## config.mk

```make
export PLATFORM = sky130hd
export DESIGN_NAME = control_unit
export DESIGN_NICKNAME = d
export VERILOG_FILES = /design/src/rtl/control_unit.sv
export SDC_FILE = /design/constraint.sdc
export NUM_CORES = 1
export LEC_CHECK = 0
export BUFFER_PORTS_ARGS = -buffer_cell sky130_fd_sc_hd__clkbuf_2
export CAP_MARGIN = 25
export CORE_MARGIN = 2
export CORE_UTILIZATION = 25
export CTS_BUF_LIST = sky130_fd_sc_hd__clkbuf_8 sky130_fd_sc_hd__clkbuf_16
export DETAILED_ROUTE_END_ITERATION = 12
export PLACE_DENSITY = 0.49
export SYNTH_ARGS = -nofsm -noshare
export SYNTH_HDL_FRONTEND = slang
export SYNTH_SLANG_ARGS = --single-unit
```

## constraint.sdc

```tcl
create_clock -name clk -period 2.2 [get_ports clk]
set_input_delay 0.11 -clock clk [delete_from_list [all_inputs] [get_ports clk]]
set_output_delay 0.11 -clock clk [all_outputs]
set_load 0.005 [all_outputs]
```

## src/rtl/control_unit.sv

```systemverilog
// Multi-cycle processor control FSM: fetch, decode, load/store, ALU and conditional branch.
// Overflow branches (BOV/BNOV/BUOV/BNUOV) are enabled by defining CONTROL_UNIT_OVF_BRANCH_EN.

package k_and_s_pkg;
    typedef enum logic [4:0] {
        InstrNop    = 5'd0,
        InstrLoad   = 5'd1,
        InstrStore  = 5'd2,
        InstrMove   = 5'd3,
        InstrAdd    = 5'd4,
        InstrSub    = 5'd5,
        InstrAnd    = 5'd6,
        InstrOr     = 5'd7,
        InstrBranch = 5'd8,
        InstrBzero  = 5'd9,
        InstrBnzero = 5'd10,
        InstrBneg   = 5'd11,
        InstrBnneg  = 5'd12,
        InstrBov    = 5'd13,
        InstrBnov   = 5'd14,
        InstrBuov   = 5'd15,
        InstrBnuov  = 5'd16,
        InstrHalt   = 5'd17
    } decoded_instruction_type;
endpackage

module control_unit
    import k_and_s_pkg::*;
(
    input  logic                    clk,
    input  logic                    rst_n,
    input  decoded_instruction_type decoded_instruction,
    input  logic                    zero_op,
    input  logic                    neg_op,
    input  logic                    unsigned_overflow,
    input  logic                    signed_overflow,
    output logic                    branch,
    output logic                    pc_enable,
    output logic                    ir_enable,
    output logic                    addr_sel,
    output logic                    c_sel,
    output logic [1:0]              operation,
    output logic                    write_reg_enable,
    output logic                    flags_reg_enable,
    output logic                    ram_write_enable,
    output logic                    halt
);

    typedef enum logic [3:0] {
        StIdle, StFetch, StDecode, StLoad1, StLoad2, StStore1, StExecAlu, StExecBranch, StHalted
    } state_t;

    state_t                  state_q, state_d;
    logic                    run_q;
    logic                    pc_inc_q;
    logic                    in_branch_q;
    decoded_instruction_type branch_sel_q;
    logic                    cond_true;

    always_comb begin
        state_d = state_q;
        case (state_q)
            // One settle cycle after reset release before the first fetch.
            StIdle:   if (run_q) state_d = StFetch;
            StFetch:  state_d = StDecode;
            StDecode: begin
                case (decoded_instruction)
                    InstrLoad:  state_d = StLoad1;
                    InstrStore: state_d = StStore1;
                    InstrMove, InstrAdd, InstrSub, InstrAnd, InstrOr: state_d = StExecAlu;
                    InstrBranch, InstrBzero, InstrBnzero, InstrBneg, InstrBnneg:
                        state_d = StExecBranch;
`ifdef CONTROL_UNIT_OVF_BRANCH_EN
                    InstrBov, InstrBnov, InstrBuov, InstrBnuov: state_d = StExecBranch;
`endif
                    InstrHalt:  state_d = StHalted;
                    default:    state_d = StFetch;
                endcase
            end
            StLoad1:  state_d = StLoad2;
            StLoad2, StStore1, StExecAlu, StExecBranch: state_d = StFetch;
            StHalted: state_d = StHalted;
            default:  state_d = StIdle;
        endcase
    end

    always_ff @(posedge clk or negedge rst_n) begin
        if (!rst_n) begin
            state_q          <= StIdle;
            run_q            <= 1'b0;
            pc_inc_q         <= 1'b0;
            in_branch_q      <= 1'b0;
            branch_sel_q     <= InstrNop;
            ir_enable        <= 1'b0;
            addr_sel         <= 1'b0;
            c_sel            <= 1'b0;
            operation        <= 2'b00;
            write_reg_enable <= 1'b0;
            flags_reg_enable <= 1'b0;
            ram_write_enable <= 1'b0;
            halt             <= 1'b0;
        end else begin
            state_q          <= state_d;
            run_q            <= 1'b1;
            pc_inc_q         <= 1'b0;
            in_branch_q      <= 1'b0;
            ir_enable        <= 1'b0;
            addr_sel         <= 1'b0;
            c_sel            <= 1'b0;
            operation        <= 2'b00;
            write_reg_enable <= 1'b0;
            flags_reg_enable <= 1'b0;
            ram_write_enable <= 1'b0;
            halt             <= 1'b0;
            case (state_d)
                StFetch:  ir_enable <= 1'b1;
                StDecode: pc_inc_q  <= 1'b1;
                StLoad1:  addr_sel  <= 1'b1;
                StLoad2: begin
                    addr_sel         <= 1'b1;
                    c_sel            <= 1'b1;
                    write_reg_enable <= 1'b1;
                end
                StStore1: begin
                    addr_sel         <= 1'b1;
                    ram_write_enable <= 1'b1;
                end
                StExecAlu: begin
                    write_reg_enable <= 1'b1;
                    flags_reg_enable <= (decoded_instruction != InstrMove);
                    case (decoded_instruction)
                        InstrSub:          operation <= 2'b01;
                        InstrAnd:          operation <= 2'b10;
                        InstrOr, InstrMove: operation <= 2'b11;
                        default:           operation <= 2'b00;
                    endcase
                end
                StExecBranch: begin
                    in_branch_q  <= 1'b1;
                    branch_sel_q <= decoded_instruction;
                end
                StHalted: halt <= 1'b1;
                default: ;
            endcase
        end
    end

    // Flags are evaluated live in the branch cycle so a preceding ALU result is visible.
    always_comb begin
        cond_true = 1'b0;
        case (branch_sel_q)
            InstrBranch: cond_true = 1'b1;
            InstrBzero:  cond_true = zero_op;
            InstrBnzero: cond_true = !zero_op;
            InstrBneg:   cond_true = neg_op;
            InstrBnneg:  cond_true = !neg_op;
`ifdef CONTROL_UNIT_OVF_BRANCH_EN
            InstrBov:    cond_true = signed_overflow;
            InstrBnov:   cond_true = !signed_overflow;
            InstrBuov:   cond_true = unsigned_overflow;
            InstrBnuov:  cond_true = !unsigned_overflow;
`endif
            default:     cond_true = 1'b0;
        endcase
    end

`ifndef CONTROL_UNIT_OVF_BRANCH_EN
    logic unused_ovf;
    assign unused_ovf = signed_overflow ^ unsigned_overflow;
`endif

    assign branch    = in_branch_q & cond_true;
    assign pc_enable = pc_inc_q | branch;

endmodule

```

==> results.json, run 1 <==
{
  "path_cells": "or4b_4 -> nor4_4 -> o22ai_1 -> a211oi_2",
  "finalSetupViolations": 0,
  "p_leak_nw": 0.585,
  "skew_ns": 0.00152,
  "fillers": 415,
  "hold_slack_ns": 0.182,
  "max_stage_delay_ns": 0.55,
  "antenna_found_initial": 0,
  "finalHoldViolCount": 0,
  "outcome": "completed",
  "ys_seq_area_frac": 0.512,
  "grt_max_degree": 22,
  "coreArea_mm2": 0.00397,
  "cts_tree": "built",
  "path_clk_slew_ns": 0.07,
  "final_cells": 167,
  "finalCriticalPeriod_ns": 1.92,
  "dieHeight_um": 68.1,
  "rsz0062_at_grt": "no",
  "ioPinCount": 22,
  "syn_nets": 106,
  "grt_pass1_wl_um": 3450,
  "root_buffer": "clkbuf_8",
  "fmax_ghz": 0.520,
  "antenna_cells": 0,
  "hp-class": "input port to register",
  "maxSlewHeadroom": 0.638,
  "whs_path_depth": 3,
  "gp_congestion": 0.815,
  "ys_types": 38,
  "timing.rr.end": "ir_enable",
  "syn_area_mm2": 0.00103,
  "fin_setup_tns_ns": 0,
  "slowest_stage": "or4b_4",
  "wl_um": 2080,
  "die_x_um": 68.1,
  "die-area_mm2": 0.00464,
  "ir_drop_v": 0.000571,
  "reg2reg_depth": 4,
  "dr.pass1.iters": 4,
  "dp_hpwl_um": 1570,
  "drv_slew": 0,
  "placed_cells": 162,
  "dr_total_vias": 776,
  "avgRoutedWirePerCell_um": 12.5,
  "r2r_setup_slack_ns": 0.28,
  "cts_buffers": 3,
  "p_total_mw": 1.30,
  "drive_gt1_frac": 0.325,
  "cp.arrival_ns": 2.10,
  "ys.flop_type": "dfrtp_1",
  "syn_inst": 95,
  "critical_path.endpoint_type": "register",
  "synthTopCellsByArea": "dfrtp_1 51%, nor3_1 4.4%, mux2_2 3.3%, inv_1 2.2%, nor2_1 2.2%",
  "fp-row-count": 23,
  "reg2reg_from": "state_q[1]",
  "worst_slew_pin_slew_ns": 0.543,
  "synth_edf_count": 0,
  "critPathLaunchType": "register",
  "drt-initial-drc-count": 27,
  "synthArstFlopShare": 1.00,
  "crit_type": "register to register",
  "crit_fanout": 10,
  "cts_htree_levels": 1,
  "ant_nets": 0,
  "period_share": 0.874,
  "yosysWarnings": 0,
  "yosysTopAreaCell": "dfrtp_1",
  "avgSynthCellArea_um2": 10.8,
  "dpl_cell_area_mm2": 0.00117,
  "nets": 129,
  "ys_ff_latch": 21,
  "synth_commonest_cells": "21 x dfrtp_1, 9 x nor3_1, 6 x inv_1, 6 x nor2_1",
  "fin_area_mm2": 0.00123,
  "drv_cap": 0,
  "start_util": 0.259,
  "power.density_mw_per_mm2": 1060,
  "cts_sinks": 21,
  "required_ns": 2.37,
  "yosysTopAreaCellShare": 0.512,
  "io_buffers": 19,
  "vias_per_cell": 4.65,
  "grt_usage": 0.0989,
  "clk_path_buf_depth": 2,
  "min_to": "operation[0]",
  "drc_errors": 0,
  "worst_skew_pair.late_latency_ns": 0.25,
  "hp-start": "decoded_instruction[0]",
  "cts_resized": 0,
  "grt_pass1_vias": 777,
  "yosysMostFrequentCell": "dfrtp_1",
  "overflow": 0,
  "areaGrowthSynthToFinish_pct": 19.4
}
[worst max-delay path, delay by kind of cell (launching register included)]
kind | cells | cell delay (ns)
AOI/OAI and AO/OA | 2 | 0.42
and+or+nand+nor | 2 | 0.92
DFF | 1 | 0.51
[registers in the layout (all words and copies together) (netlist names)]
signal            count
pc_inc_q              1
flags_reg_enable      1
run_q                 1
operation             2
c_sel                 1
halt                  1
addr_sel              1
in_branch_q           1
ir_enable             1
branch_sel_q          5
ram_write_enable      1
state_q               4
write_reg_enable      1
[how the worst max path moves through the flow]
stage | start | endpoint | slack, ns | cells after the start
3_3_place_gp | state_q[3] | ir_enable | 0.30 | 4
6_report | state_q[1] | ir_enable | 0.28 | 4
3_5_place_dp | state_q[1] | ir_enable | 0.30 | 4
2_1_floorplan | state_q[0] | ir_enable | 0.43 | 5
4_1_cts | state_q[1] | ir_enable | 0.28 | 4
5_1_grt | state_q[1] | branch_sel_q[2] | 0.14 | 4
[placed cells by master (no fill, tap or decap), types with 2 or more instances in the layout]
master / instances
a21oi_1: 4
and2_1: 2
clkbuf_2: 19
clkbuf_8: 3
dfrtp_1: 21
inv_1: 7
mux2_2: 3
mux2i_1: 2
nand2_1: 4
nor2_1: 6
nor2b_1: 3
nor3_1: 9
o21ai_0: 4
o22ai_1: 2
o31ai_1: 2
or2_2: 2
[per-stage QoR]
step,worst slack [ns],utilization
5_1_grt,0.138,0.309
2_1_floorplan,0.430,-
6_report,0.277,0.309
4_1_cts,0.275,0.309
3_5_place_dp,0.297,0.295
3_3_place_gp,0.300,0.295
[routing by layer]
metal  up-vias  GRT usage  routed length (um)
met2        20      0.170                 997
li1        382          -                   -
met4         0     0.0150                   0
met3         0     0.0362                 140
met1       374      0.120                 945
met5         -          0                   0
[layout make-up]
cell class	count	area, um2	share of cell area
Clock buffer	3	41.3	0.0337
Clock inverter	1	3.75	0.00306
Inverter	6	22.5	0.0184
Multi-Input combinational cell	65	458	0.373
Sequential cell	21	526	0.429
Tap cell	50	62.6	0.0510
Timing Repair Buffer	21	113	0.0918
[where the power goes]
group	total, mW	leakage (nW)	switching [mW]	internal [mW]
Clock	0.237	0.0269	0.113	0.124
Sequential	0.565	0.273	0.0722	0.493
Combinational	0.501	0.285	0.256	0.245
Total	1.30	0.585	0.441	0.861
[kinds of logic (layout without fill, tap and decap cells)]
group	Yosys count	in the layout	synth area share
simple gates	38	38	0.241
flops	21	21	0.512
mux	5	5	0.0524
other cells	1	1	0.00365
buf+inv	9	31	0.0426
compound gates	21	21	0.149
[what timing repair did]
action | 4_1_cts | 5_1_grt
hold buffers | 1 | 0
endpoints found under the setup margin | 0 | 0
endpoints found under the hold margin | 21 | 0
setup buffers | 0 | 0
(Power assumes the default switching activity.)
==> run 2, diff against run 1 <==
- PLACE_DENSITY: 0.49 -> not set
==> run 2 against run 1 <==
  * Non-clock buffer count stayed put
  * Register-to-register slack hardly changed
  * Wire length is 2.5% lower
  * Critical path type unchanged
==> results.json, run 2 (synthesis results as in run 1) <==
{
  "outcome": "completed",
  "drive_gt1_frac": 0.333,
  "fin_setup_tns_ns": 0,
  "cp.buffers_inverters": 0,
  "io_buffers": 19,
  "p_total_mw": 1.32,
  "reg_top3": "branch_sel_q: 5 flops, state_q: 4 flops, operation: 2 flops",
  "drv_cap": 0,
  "p_leak_nw": 0.580,
  "finalHoldViolCount": 0,
  "areaGrowthSynthToFinish_pct": 19.7,
  "met3_length_um": 133,
  "switching_share": 0.343,
  "largest_reg_flops": 5,
  "fmax_ghz": 0.523,
  "wl_met1_um": 861,
  "dr.pass1.iters": 4,
  "p_int_mw": 0.865,
  "grt_pass1_wl_um": 3310,
  "ir_drop_v": 0.000304,
  "cp_top_family": "compound AO/OA/AOI/OAI gates",
  "mostFrequentLayoutCell": "dfrtp_1",
  "overflow": 0,
  "required_ns": 2.35,
  "finalCriticalPeriod_ns": 1.91,
  "avgRoutedWirePerCell_um": 12.2,
  "coreArea_mm2": 0.00397,
  "cts_buffers": 3,
  "ioPinCount": 22,
  "clk_path_buf_depth": 2,
  "dp_hpwl_um": 1580,
  "path_cells": "mux2i_1 -> o22ai_2 -> o211ai_1 -> mux2_2",
  "hp-start": "decoded_instruction[1]",
  "crit_type": "register to register",
  "drc_errors": 0,
  "cts_htree_levels": 1,
  "critical_path.endpoint_type": "register",
  "crit_fanout": 10,
  "reg2reg_depth": 4,
  "grt_pass1_vias": 729,
  "cts_sinks": 21,
  "drv_slew": 0,
  "root_buffer": "clkbuf_8",
  "nets": 129,
  "r2r_setup_slack_ns": 0.29,
  "switchingPower_mw": 0.452,
  "cp.arrival_ns": 2.06,
  "start_util": 0.259,
  "max_stage_delay_ns": 0.51,
  "die_x_um": 68.1,
  "slowest_stage": "dfrtp_1",
  "die-area_mm2": 0.00464,
  "timing.rr.end": "branch_sel_q[2]",
  "gp_congestion": 0.777,
  "largest_register": "branch_sel_q",
  "power.density_mw_per_mm2": 1070,
  "whs_path_depth": 3,
  "period_share": 0.869,
  "min_to": "operation[1]",
  "drt-initial-drc-count": 34,
  "post-place-ws_ns": 0.294,
  "fin_ws_ns": 0.289,
  "p_comb_frac": 0.375,
  "grt_max_degree": 22,
  "ant_nets": 0,
  "antenna_cells": 0,
  "grt_usage": 0.0974,
  "dr_total_vias": 781,
  "dieHeight_um": 68.1,
  "vias_per_cell": 4.68,
  "final_cell_mix": "21 x dfrtp_1, 19 x clkbuf_2, 9 x nor3_1, 6 x nor2_1, 6 x inv_1",
  "reg2reg_from": "state_q[1]",
  "worst_skew_pair.late_latency_ns": 0.26,
  "seq_power_share": 0.430,
  "maxSlewHeadroom": 0.638,
  "fp-row-count": 23,
  "wl_met2_um": 1020,
  "hold_slack_ns": 0.161,
  "worst_slew_pin_slew_ns": 0.541,
  "skew_ns": 0.00116,
  "rsz0062_at_grt": "no",
  "cts_tree": "built",
  "clockPowerShare": 0.195,
  "wl_um": 2030,
  "antenna_found_initial": 0,
  "highest_layer": "met4",
  "finalSetupViolations": 0,
  "critPathLaunchType": "register",
  "path_clk_slew_ns": 0.08,
  "hp-class": "input port to register"
}
-- run 2: how the worst max path moves through the flow --
stage | from | endpoint | slack, ns | cells past startpoint
after floorplan | state_q[0] | ir_enable | 0.43 | 5
after global placement | state_q[1] | branch_sel_q[2] | 0.31 | 4
after detailed placement | state_q[1] | branch_sel_q[2] | 0.29 | 4
after CTS | state_q[1] | branch_sel_q[2] | 0.27 | 4
after global routing | state_q[1] | branch_sel_q[0] | 0.1 | 4
final | state_q[1] | branch_sel_q[2] | 0.29 | 4
-- run 2: power by group through the flow --
stage          registers [mW]  logic [mW]  clock network, mW
2_1_floorplan           0.547       0.393                  0
3_3_place_gp            0.569       0.486                  0
3_5_place_dp            0.577       0.497                  0
4_1_cts                 0.568       0.500              0.267
5_1_grt                 0.583       0.560              0.293
6_report                0.566       0.494              0.257
-- run 2: tightest hold or removal path: stages --
cell      delay [ns]
clkbuf_2        0.15
o21ai_0         0.09
nor2_1          0.04
-- run 2: area by class of cell --
type	instances	area (um2)
clock buffers	3	41.3
inverters	6	22.5
fillers	414	2740
flip-flops and latches	21	526
clock inverters	1	7.51
well taps	50	62.6
repair buffers	21	113
multi-input cells	65	458
-- run 2: metal layers --
metal | track usage | up-vias
li1 | - | 385
met1 | 0.110 | 369
met2 | 0.167 | 25
met3 | 0.0296 | 2
met4 | 0.0450 | 0
met5 | 0 | -
-- run 2: timing repair --
item	4_1_cts	5_1_grt
buffers inserted	0	0
gates resized for setup	0	0
hold buffers	1	0
endpoints found under the hold margin	21	0
-- run 2: per-stage QoR --
stage,util,area [um2],instances
floorplan,-,1030,95
global placement,0.295,1170,162
detailed placement,0.295,1170,162
CTS,0.310,1230,167
global route,0.310,1230,167
finish,0.310,1230,167
==> run 3, diff against run 2 <==
- clock period: 2.2 -> 2.4 ns (I/O delays scaled with it)
==> run 3 against run 2 <==
  * Design area decreased by 0.61%
  * Wire length decreased by 4.9%
  * Count of clock-buffer cells in the layout unchanged
  * Worst setup slack improved by 0.18 ns
  * Maximum frequency decreased by 1.1%
  * First-iteration DRC count decreased by 26%
==> results.json, run 3 (synthesis results as in run 1) <==
{
  "grt_max_degree": 22,
  "final_cells": 166,
  "drv_cap": 0,
  "areaGrowthSynthToFinish_pct": 19.0,
  "grt_usage": 0.0839,
  "post_cts_buffers": 0,
  "finalCriticalPeriod_ns": 1.93,
  "cp.arrival_ns": 2.11,
  "overflow": 0,
  "period_share": 0.805,
  "reg_top3": "branch_sel_q: 5 flops, state_q: 4 flops, operation: 2 flops",
  "p_comb_frac": 0.355,
  "worst_skew_pair.late_latency_ns": 0.26,
  "ir_drop_v": 0.000277,
  "drc_errors": 0,
  "fp-row-count": 23,
  "start_util": 0.259,
  "largest_reg_flops": 5,
  "drive_gt1_frac": 0.328,
  "dp_hpwl_um": 1500,
  "avgRoutedWirePerCell_um": 11.6,
  "final_cell_mix": "21 x dfrtp_1, 19 x clkbuf_2, 9 x nor3_1, 6 x nor2_1, 6 x inv_1",
  "rsz0062_at_grt": "no",
  "drv_slew": 0,
  "die_x_um": 68.1,
  "clk_path_buf_depth": 2,
  "clockPowerShare": 0.193,
  "hp-class": "input port to register",
  "grt_pass1_wl_um": 2920,
  "gp_congestion": 0.770,
  "cts_htree_levels": 1,
  "cts_buffers": 3,
  "die-area_mm2": 0.00464,
  "nets": 128,
  "crit_fanout": 10,
  "coreArea_mm2": 0.00397,
  "crit_type": "register to register",
  "fmax_ghz": 0.518,
  "root_buffer": "clkbuf_8",
  "grt_pass1_vias": 715,
  "fin_ws_ns": 0.469,
  "outcome": "completed",
  "fin_setup_tns_ns": 0,
  "critPathLaunchType": "register",
  "mostFrequentLayoutCell": "dfrtp_1",
  "seq_power_share": 0.453,
  "critical_path.endpoint_type": "register",
  "dr_total_vias": 766,
  "placed_cells": 161,
  "dieHeight_um": 68.1,
  "maxSlewHeadroom": 0.645,
  "skew_ns": 0.00400,
  "ant_nets": 0,
  "largest_register": "branch_sel_q",
  "ioPinCount": 22,
  "antenna_found_initial": 0,
  "vias_per_cell": 4.61,
  "fillers": 420,
  "io_buffers": 19,
  "finalHoldViolCount": 0,
  "p_int_mw": 0.781,
  "post-place-ws_ns": 0.468,
  "switching_share": 0.341,
  "dr.pass1.iters": 4,
  "finalSetupViolations": 0,
  "p_leak_nw": 0.575,
  "required_ns": 2.58,
  "antenna_cells": 0,
  "drt-initial-drc-count": 25,
  "cts_tree": "built",
  "worst_slew_pin_slew_ns": 0.530,
  "cts_sinks": 21,
  "path_clk_slew_ns": 0.08,
  "wl_um": 1930,
  "hold_slack_ns": 0.174,
  "switchingPower_mw": 0.404,
  "power.density_mw_per_mm2": 970
}
## run 3: cell count changes in the layout (fill, tap and decap cells not counted), sizes merged
cell  previous run  this run
buf              1         0
## run 3: final cells by class
type	instances	area (um2)	share of cell area
inverters	6	22.5	0.0184
well taps	50	62.6	0.0512
multi-input cells	65	458	0.375
repair buffers	20	105	0.0860
clock inverters	1	7.51	0.00614
clock buffers	3	41.3	0.0338
flip-flops and latches	21	526	0.430
## run 3: metrics by stage
stage	instance area [um2]	power (mW)	utilization
3_5_place_dp	1160	0.964	0.293
4_1_cts	1220	1.20	0.308
3_3_place_gp	1160	0.952	0.293
6_report	1220	1.19	0.308
5_1_grt	1220	1.28	0.308
2_1_floorplan	1030	0.861	-
## run 3: final timing paths
check	endpoint	slack, ns	depth (start not counted)	start
max	ir_enable	0.47	4	state_q[0]
min	operation[1]	0.17	3	decoded_instruction[1]
max reg2reg	ir_enable	0.47	4	state_q[0]
min reg2reg	branch_sel_q[3]	0.48	1	branch_sel_q[3]
max in group asynchronous	state_q[0]	1.70	2	rst_n
min in group asynchronous	branch_sel_q[3]	0.36	2	rst_n
## run 3: per-layer routing
layer / GRT usage / up-vias / wire length, um
met1: 0.0873 / 366 / 799
met5: 0 / - / 0
li1: - / 382 / -
met2: 0.165 / 18 / 1010
met4: 0.0225 / 0 / 0
met3: 0.0197 / 0 / 123
## run 3: repair_timing
action	CTS	global route
hold buffers	1	0
resized for setup	0	0
hold endpoints to repair	21	0
## run 3: critical path: stages (launching register included)
cell      delay (ns)
dfrtp_1         0.49
or4b_4          0.62
nor4_4          0.35
o22ai_1         0.17
a211oi_2        0.23
## run 3: power by group through the flow
stage	Sequential [mW]	Clock, mW	Combinational [mW]
after floorplan	0.501	0	0.360
after global placement	0.538	0	0.414
after detailed placement	0.541	0	0.423
after CTS	0.535	0.241	0.426
after global routing	0.551	0.259	0.468
final	0.537	0.228	0.421
